`src/rtl/pa_cpu.sv`:
```
`default_nettype none
// ============================================================================
// Module      : pa_cpu (package)
// Description : Shared constants, interrupt-controller FSM state type and a
//               lowest-set-bit priority helper.
// Revision    : 1.0 - initial release
// ============================================================================
package pa_cpu;

  localparam int NBR_IRQS = 8;
  localparam int c_ID_W   = $clog2(NBR_IRQS);

  typedef enum logic [1:0] {
    ST_IDLE    = 2'd0,
    ST_REQ     = 2'd1,
    ST_SERVICE = 2'd2
  } e_int_ctrl_state;

  // Bit 0 has the highest priority, so the lowest set index wins.
  function automatic logic [c_ID_W-1:0] f_lowest_set(input logic [NBR_IRQS-1:0] v);
    logic [c_ID_W-1:0] id;
    id = '0;
    for (int i = NBR_IRQS - 1; i >= 0; i--) begin
      if (v[i]) id = i[c_ID_W-1:0];
    end
    return id;
  endfunction

endpackage
`default_nettype wire

```
`src/rtl/irq_edge_detector.sv`:
```
`default_nettype none
// ============================================================================
// Module      : irq_edge_detector
// Description : One interrupt line: optional two-flop synchroniser (enabled by
//               the IRQ_SYNC_EN macro) followed by a rising-edge pulse.
// Revision    : 1.0 - initial release
// ============================================================================
module irq_edge_detector (
  input  logic clk,
  input  logic arst,
  input  logic i_irq,
  output logic o_edge
);

  logic w_line;
  logic r_prev;

`ifdef IRQ_SYNC_EN
  logic r_sync1;
  logic r_sync2;

  // Two-flop synchroniser for an asynchronous external line.
  always_ff @(posedge clk) begin
    if (arst) begin
      r_sync1 <= 1'b0;
      r_sync2 <= 1'b0;
    end else begin
      r_sync1 <= i_irq;
      r_sync2 <= r_sync1;
    end
  end

  assign w_line = r_sync2;
`else
  assign w_line = i_irq;
`endif

  // Previous-cycle copy of the line for rising-edge detection.
  always_ff @(posedge clk) begin
    if (arst) r_prev <= 1'b0;
    else      r_prev <= w_line;
  end

  assign o_edge = w_line & ~r_prev;

endmodule
`default_nettype wire

```
`src/rtl/interrupt_controller.sv`:
```
`default_nettype none
// ============================================================================
// Module      : interrupt_controller
// Description : 8-line edge-triggered, maskable, fixed-priority interrupt
//               controller with IDLE/REQ/SERVICE handshake FSM.
//               Optional macro IRQ_SYNC_EN adds a two-flop synchroniser on
//               each irq_in line (request latency +2 cycles).
// Revision    : 1.0 - initial release
// ============================================================================
module interrupt_controller
  import pa_cpu::*;
(
  input  logic                clk,
  input  logic                arst,
  input  logic [NBR_IRQS-1:0] irq_in,
  input  logic                status_irq_en,
  input  logic [7:0]          z_bus,
  input  logic                ctrl_irq_masks_wrt,
  input  logic                ctrl_int_vector_wrt,
  input  logic                ctrl_int_ack,
  input  logic                ctrl_clear_all_ints,
  output logic                int_pending,
  output logic [7:0]          int_vector,
  output logic [7:0]          irq_masks,
  output logic [7:0]          irq_status
);

  e_int_ctrl_state     r_state;
  e_int_ctrl_state     w_state_nxt;
  logic [NBR_IRQS-1:0] w_edges;
  logic [NBR_IRQS-1:0] r_pending;
  logic [NBR_IRQS-1:0] w_pending_nxt;
  logic [NBR_IRQS-1:0] r_masks;
  logic [NBR_IRQS-1:0] w_eligible;
  logic [c_ID_W-1:0]   w_sel_id;
  logic [c_ID_W-1:0]   r_id;
  logic                w_ack_ok;
  logic                w_vec_ok;

  genvar gi;
  generate
    for (gi = 0; gi < NBR_IRQS; gi++) begin : g_lines
      irq_edge_detector u_edge (
        .clk    (clk),
        .arst   (arst),
        .i_irq  (irq_in[gi]),
        .o_edge (w_edges[gi])
      );
    end
  endgenerate

  assign w_eligible = r_pending & r_masks;
  assign w_sel_id   = f_lowest_set(w_eligible);
  assign w_ack_ok   = (r_state == ST_SERVICE) && ctrl_int_ack;
  assign w_vec_ok   = (r_state == ST_REQ) && ctrl_int_vector_wrt && (w_eligible != '0);

  // Pending next value: ack clears the serviced bit, but a new edge on the
  // same line in the same cycle is OR-ed in afterwards and therefore wins.
  always_comb begin
    w_pending_nxt = r_pending;
    if (w_ack_ok) w_pending_nxt[r_id] = 1'b0;
    w_pending_nxt = w_pending_nxt | w_edges;
  end

  // Pending register; clear-all overrides edges and ack.
  always_ff @(posedge clk) begin
    if (arst || ctrl_clear_all_ints) r_pending <= '0;
    else                             r_pending <= w_pending_nxt;
  end

  // Mask register, untouched by clear-all.
  always_ff @(posedge clk) begin
    if (arst)                    r_masks <= '0;
    else if (ctrl_irq_masks_wrt) r_masks <= z_bus;
  end

  // Latched vector id; held through SERVICE and after ack.
  always_ff @(posedge clk) begin
    if (arst)                                 r_id <= '0;
    else if (w_vec_ok && !ctrl_clear_all_ints) r_id <= w_sel_id;
  end

  // FSM state register.
  always_ff @(posedge clk) begin
    if (arst) r_state <= ST_IDLE;
    else      r_state <= w_state_nxt;
  end

  // FSM next-state logic.
  always_comb begin
    w_state_nxt = r_state;
    if (ctrl_clear_all_ints) begin
      w_state_nxt = ST_IDLE;
    end else begin
      case (r_state)
        ST_IDLE: begin
          if (w_eligible != '0) w_state_nxt = ST_REQ;
        end
        ST_REQ: begin
          if (w_eligible == '0)         w_state_nxt = ST_IDLE;
          else if (ctrl_int_vector_wrt) w_state_nxt = ST_SERVICE;
        end
        ST_SERVICE: begin
          if (ctrl_int_ack) w_state_nxt = ST_IDLE;
        end
        default: w_state_nxt = ST_IDLE;
      endcase
    end
  end

  assign int_pending = (r_state == ST_REQ) & status_irq_en;
  assign int_vector  = {{(8 - c_ID_W){1'b0}}, r_id};
  assign irq_masks   = r_masks;
  assign irq_status  = r_pending;

endmodule
`default_nettype wire

```
`config.mk`:
```
export PLATFORM = sky130hd
export DESIGN_NAME = interrupt_controller
export DESIGN_NICKNAME = d
export VERILOG_FILES = /design/src/rtl/pa_cpu.sv /design/src/rtl/irq_edge_detector.sv /design/src/rtl/interrupt_controller.sv
export SDC_FILE = /design/constraint.sdc
export NUM_CORES = 1
export LEC_CHECK = 0
export CAP_MARGIN = 10
export CORE_MARGIN = 2
export CORE_UTILIZATION = 46
export DETAILED_ROUTE_END_ITERATION = 16
export PLACE_DENSITY = 0.84
export SKIP_CTS_REPAIR_TIMING = 1
export SKIP_LAST_GASP = 1
export SLEW_MARGIN = 20
export SYNTH_ARGS = -nofsm -noshare
export SYNTH_HDL_FRONTEND = slang
export SYNTH_SLANG_ARGS = --single-unit
export TNS_END_PERCENT = 10
```
`constraint.sdc`:
```
create_clock -name clk -period 2.4 [get_ports clk]
set_input_delay 0.24 -clock clk [delete_from_list [all_inputs] [get_ports clk]]
set_output_delay 0.24 -clock clk [all_outputs]
set_load 0.005 [all_outputs]
```
==> impl_metrics.ini, run 1 <==
[status]
status = complete, no violations

[die]
die_w_um = 55.7
start_util_pct = 49.1
die_area_mm2 = 0.00310
die_height_um = 55.7
fp.coreArea_mm2 = 0.00250
row_count = 18
boundaryPins = 48

[global_routing]
grt_usage_pct = 20.2
grt_pass1_vias = 1079
grt_overflow = 0
grt_max_degree = 22
grt_pass1_wl_um = 4870
antenna_found_initial = 0

[cells_and_area]
syn2layout_area_growth_pct = 37.5
drive_above_1_share_pct = 8.72
mostFrequentLayoutCell = clkdlybuf4s50_1
mostFrequentLayoutCells = clkdlybuf4s50_1 (42), dfxtp_1 (29), nand2b_1 (12), a21oi_1 (12), nand2_1 (10)
nNetsFinal = 194
diodes = 0

[timing]
hold_viol = 0
clock_skew_ns = 0.00539
period_share_pct = 70.8
finalCriticalPeriod_ns = 1.70
finalSetupViolCount = 0
rsz0062_at_grt = false
tns_ns = 0
fmax_ghz = 0.589
worst_slack_ns = 0.702
slew_viol_final = 0

[setup_path]
critPathKind = reg2out
crit_fanout = 7
reg2regPathDepth = 4
rr_endpoint = r_state[1]
cp.arrival_ns = 1.46
cp.required_ns = 2.16
reg2reg_setup_slack_ns = 1.05
end_kind = output pin
startpoint_type = flop
r2r_start = irq_status[5]

[place]
hpwl_um = 2190
pre_cts_slack_ns = 0.793
gp_congestion = 0.807
portBuffers = 42

[run]
cap_viol_max_count = 0

[synth]
async_flop_share_pct = 0
synth_seq_area_share_pct = 47.3
synthesis.area_mm2 = 0.00123
ys_ff_latch = 29
synth-main-ff-cell = dfxtp_1
synthCells = 126
synth.avg_cell_area_um2 = 9.74
synth_edf_count = 0
ys_warn_count = 0
ys_types = 30

[cts]
cts_made_buffers = 5
cts.sinks = 29
clock_latency_ns = 0.32
clockRootBuffer = clkbuf_4
cts_tree = yes
clk_pin_slew_ns = 0.09
clk_path_buf_depth = 2
cts.htree.levels = 2

[hold_path]
hold_depth = 2
worstHoldEndpoint = irq_status[1]
hold_start = g_lines[1].u_edge.r_prev
hold_class = reg2reg

[route]
via_count = 1095
wire_per_inst_um = 14.5
viasPerCell = 5.42
drt-total-wl_um = 2940
antenna_left = 0
initialDrtViolationCount = 25
drc = 0
drtPass1Iterations = 5

[power_and_ir_drop]
power_leakage_uw = 0.000688
power-per-cell-area_mw_per_mm2 = 548
peakVddDrop_mv = 0.422
[per-stage QoR]
step / instances / utilization [%] / hold slack (ns) / power (uW) / cell area, um2
2_1_floorplan: 130 / - / 0.368 / 589 / 1240
3_3_place_gp: 194 / 65.5 / 0.474 / 655 / 1640
3_5_place_dp: 194 / 65.5 / 0.479 / 661 / 1640
4_1_cts: 202 / 67.5 / 0.490 / 932 / 1690
5_1_grt: 202 / 67.5 / 0.491 / 970 / 1690
6_report: 202 / 67.5 / 0.483 / 924 / 1690
[routing by layer]
metal	vias to the layer above	track usage (%)	wire [um]	part of all wire, %
li1	525	-	-	-
met1	510	24.1	1220	41
met2	53	33.0	1460	50
met3	7	8.14	222	7.6
met4	0	6.62	42	1.4
met5	-	0	0	0
[cell families after synthesis]
family / after synthesis / share of synthesized area, %
AO/OA/AOI/OAI: 31 / 17.7
buffers and inverters: 9 / 5.81
flip-flops: 29 / 47.3
multiplexers: 8 / 6.52
other: 1 / 0.306
AND/OR/NAND/NOR: 48 / 22.3
[power by group]
| group | total, uW | leakage [uW] | internal (uW) | switching (uW) |
|---|---|---|---|---|
| Combinational | 126 | 0.000417 | 80.2 | 45.9 |
| Sequential | 524 | 0.000239 | 503 | 20.8 |
| Clock | 275 | 0.0000320 | 111 | 163 |
[layout make-up]
cell class,instances,area [um2]
clock inverters,2,10.0
well taps,30,37.5
repair buffers,43,428
multi-input cells,92,591
flip-flops and latches,29,581
fillers,231,812
clock buffers,6,41.3
[cell usage after synthesis (2+ instances only)]
| cell | n | share of area (%) |
|---|---|---|
| buf_4 | 5 | 3.1 |
| o21ai_0 | 7 | 2.9 |
| nand2b_1 | 12 | 6.1 |
| dfxtp_1 | 29 | 47 |
| nor2_1 | 9 | 2.8 |
| nor2b_1 | 9 | 4.6 |
| a211oi_1 | 2 | 1.2 |
| mux2i_1 | 8 | 6.5 |
| a32oi_1 | 2 | 1.4 |
| a21oi_1 | 12 | 4.9 |
| nand2_1 | 10 | 3.1 |
| o31ai_1 | 2 | 1.2 |
| a22oi_2 | 2 | 2.0 |
[worst max path at each step]
stage / from / slack (ns) / to
3_5_place_dp: ctrl_int_ack / 0.79 / irq_status[0]
6_report: r_state[0] / 0.70 / int_pending
5_1_grt: r_state[0] / 0.63 / int_pending
4_1_cts: r_state[0] / 0.68 / int_pending
2_1_floorplan: irq_status[1] / 1.22 / r_state[1]
3_3_place_gp: ctrl_int_ack / 0.82 / irq_status[0]
[flip-flops by register name (all words and copies together), names as in the netlist]
name,flops
g_lines.u_edge.r_prev,8
irq_masks,8
irq_status,8
r_id,3
r_state,2
[critical path, stage by stage (launching register included)]
cell	delay [ns]
dfxtp_1	0.43
and3b_1	0.19
clkdlybuf4s50_1	0.51
Power figures use the tool's default switching activity.
==> run 2, diff against run 1 <==
--- a/config.mk
+++ b/config.mk
@@ -7,9 +7,9 @@
 export LEC_CHECK = 0
 export CAP_MARGIN = 10
 export CORE_MARGIN = 2
-export CORE_UTILIZATION = 46
+export CORE_UTILIZATION = 38
 export DETAILED_ROUTE_END_ITERATION = 16
-export PLACE_DENSITY = 0.84
+export PLACE_DENSITY = 0.74
 export SKIP_CTS_REPAIR_TIMING = 1
 export SKIP_LAST_GASP = 1
 export SLEW_MARGIN = 20
==> constraint.sdc (replaced) <==
create_clock -name clk -period 1.45 [get_ports clk]
set_input_delay 0.145 -clock clk [delete_from_list [all_inputs] [get_ports clk]]
set_output_delay 0.145 -clock clk [all_outputs]
set_load 0.005 [all_outputs]
==> impl_metrics.ini, run 2 (synthesis gave the netlist of run 1 again) <==
[die]
boundaryPins = 48
fp.coreArea_mm2 = 0.00305
die_height_um = 60.8
start_util_pct = 40.2
die_w_um = 60.8
die_area_mm2 = 0.00370
row_count = 20

[cts]
cts.htree.levels = 2
clk_path_buf_depth = 2
clockRootBuffer = clkbuf_4
cts.sinks = 29
clock_latency_ns = 0.32
clk_pin_slew_ns = 0.09
cts_tree = yes
cts_made_buffers = 5

[power_and_ir_drop]
power_leakage_uw = 0.000737
peakVddDrop_mv = 0.560
power.total_uw = 1530
power-per-cell-area_mw_per_mm2 = 869

[timing]
rsz0062_at_grt = true
finalCriticalPeriod_ns = 1.47
clock_skew_ns = 0.00294
hold_viol = 0
period_share_pct = 102
worst_slack_ns = -0.0236
finalSetupViolCount = 3
slew_viol_final = 0
fmax_ghz = 0.679

[place]
placed_cell_area_mm2 = 0.00170
gp_congestion = 0.794
hpwl_um = 2170
pre_cts_slack_ns = -0.0478
portBuffers = 42

[setup_path]
path_buf_inv = 1
max_stage_delay_ns = 0.55
cp.arrival_ns = 1.33
rr_endpoint = r_state[1]
slowest_stage = clkdlybuf4s50_1
reg2regPathDepth = 4
cp.required_ns = 1.31
worst-path-stages = 1
r2r_start = irq_status[1]
crit_fanout = 7
end_kind = output pin
critPathKind = reg2out
startpoint = r_id[1]
startpoint_type = flop
path_cells = clkdlybuf4s50_1
worstSetupEndpoint = int_vector[1]
path_delay_family = buffers and inverters
reg2reg_setup_slack_ns = 0.13

[global_routing]
grt_max_degree = 12
grt_pass1_vias = 1062
grt_overflow = 0
antenna_found_initial = 0
grt_usage_pct = 16.5
grt_pass1_wl_um = 4440

[cells_and_area]
fin_area_mm2 = 0.00176
nNetsFinal = 200
mostFrequentLayoutCells = clkdlybuf4s50_1 (41), dfxtp_1 (27), nand2b_1 (12), a21oi_1 (12), nand2_1 (10)
syn2layout_area_growth_pct = 43.2
mostFrequentLayoutCell = clkdlybuf4s50_1
drive_above_1_share_pct = 12.9
diodes = 0

[route]
viasPerCell = 4.85
drc = 0
drtPass1Iterations = 4
wire_per_inst_um = 12.6
antenna_left = 0
via_count = 1076
drt-total-wl_um = 2790
initialDrtViolationCount = 31

[hold_path]
hold_class = in2reg

[status]
status = finished, violations left
violations = negative setup slack

[run]
cap_viol_max_count = 0
==> run 2: final cells by class <==
type	count	area, um2
fill	290	1290
multi-input combinational	92	591
sequential	29	586
timing repair buffer	49	475
tap	44	55.1
clock buffer	6	41.3
clock inverter	2	10.0
==> run 2: worst min path at each step <==
| stage | startpoint | to | slack (ns) | depth (start not counted) |
|---|---|---|---|---|
| after floorplan | irq_in[0] | g_lines[0].u_edge.r_prev | 0.27 | 1 |
| after global placement | g_lines[1].u_edge.r_prev | irq_status[1] | 0.48 | 2 |
| after detailed placement | g_lines[1].u_edge.r_prev | irq_status[1] | 0.47 | 2 |
| after CTS | irq_in[2] | g_lines[2].u_edge.r_prev | 0.39 | 2 |
| after global routing | irq_in[2] | g_lines[2].u_edge.r_prev | 0.41 | 2 |
| final | irq_in[3] | irq_status[3] | 0.40 | 3 |
==> run 2: per-layer routing <==
layer	routed length, um	share of wire [%]	vias up	global-route usage [%]
met5	0	0	-	0
met4	38	1.4	0	11.5
met3	189	6.8	4	4.26
met2	1320	47	41	28.3
met1	1240	44	493	17.6
li1	-	-	538	-
==> run 2: worst register-to-register path, cell delays in order (launching register included) <==
cell,delay [ns]
dfxtp_1,0.36
a22oi_2,0.26
nand4_2,0.19
nor2b_1,0.19
a41o_1,0.23
==> run 2: report_power, final <==
part           internal, uW  switching (uW)  total (uW)
Combinational           141            75.4         216
Sequential              830            32.9         863
Clock                   184             264         448
==> run 2: stage by stage <==
stage / TNS, ns / std cells / hold WS, ns / utilization (%)
after global routing: -0.362 / 222 / 0.409 / 57.6
after global placement: -0.00156 / 214 / 0.476 / 55.7
final: -0.0433 / 222 / 0.402 / 57.6
after detailed placement: -0.0478 / 214 / 0.474 / 55.7
after CTS: -0.222 / 222 / 0.391 / 57.3
after floorplan: 0 / 130 / 0.273 / -
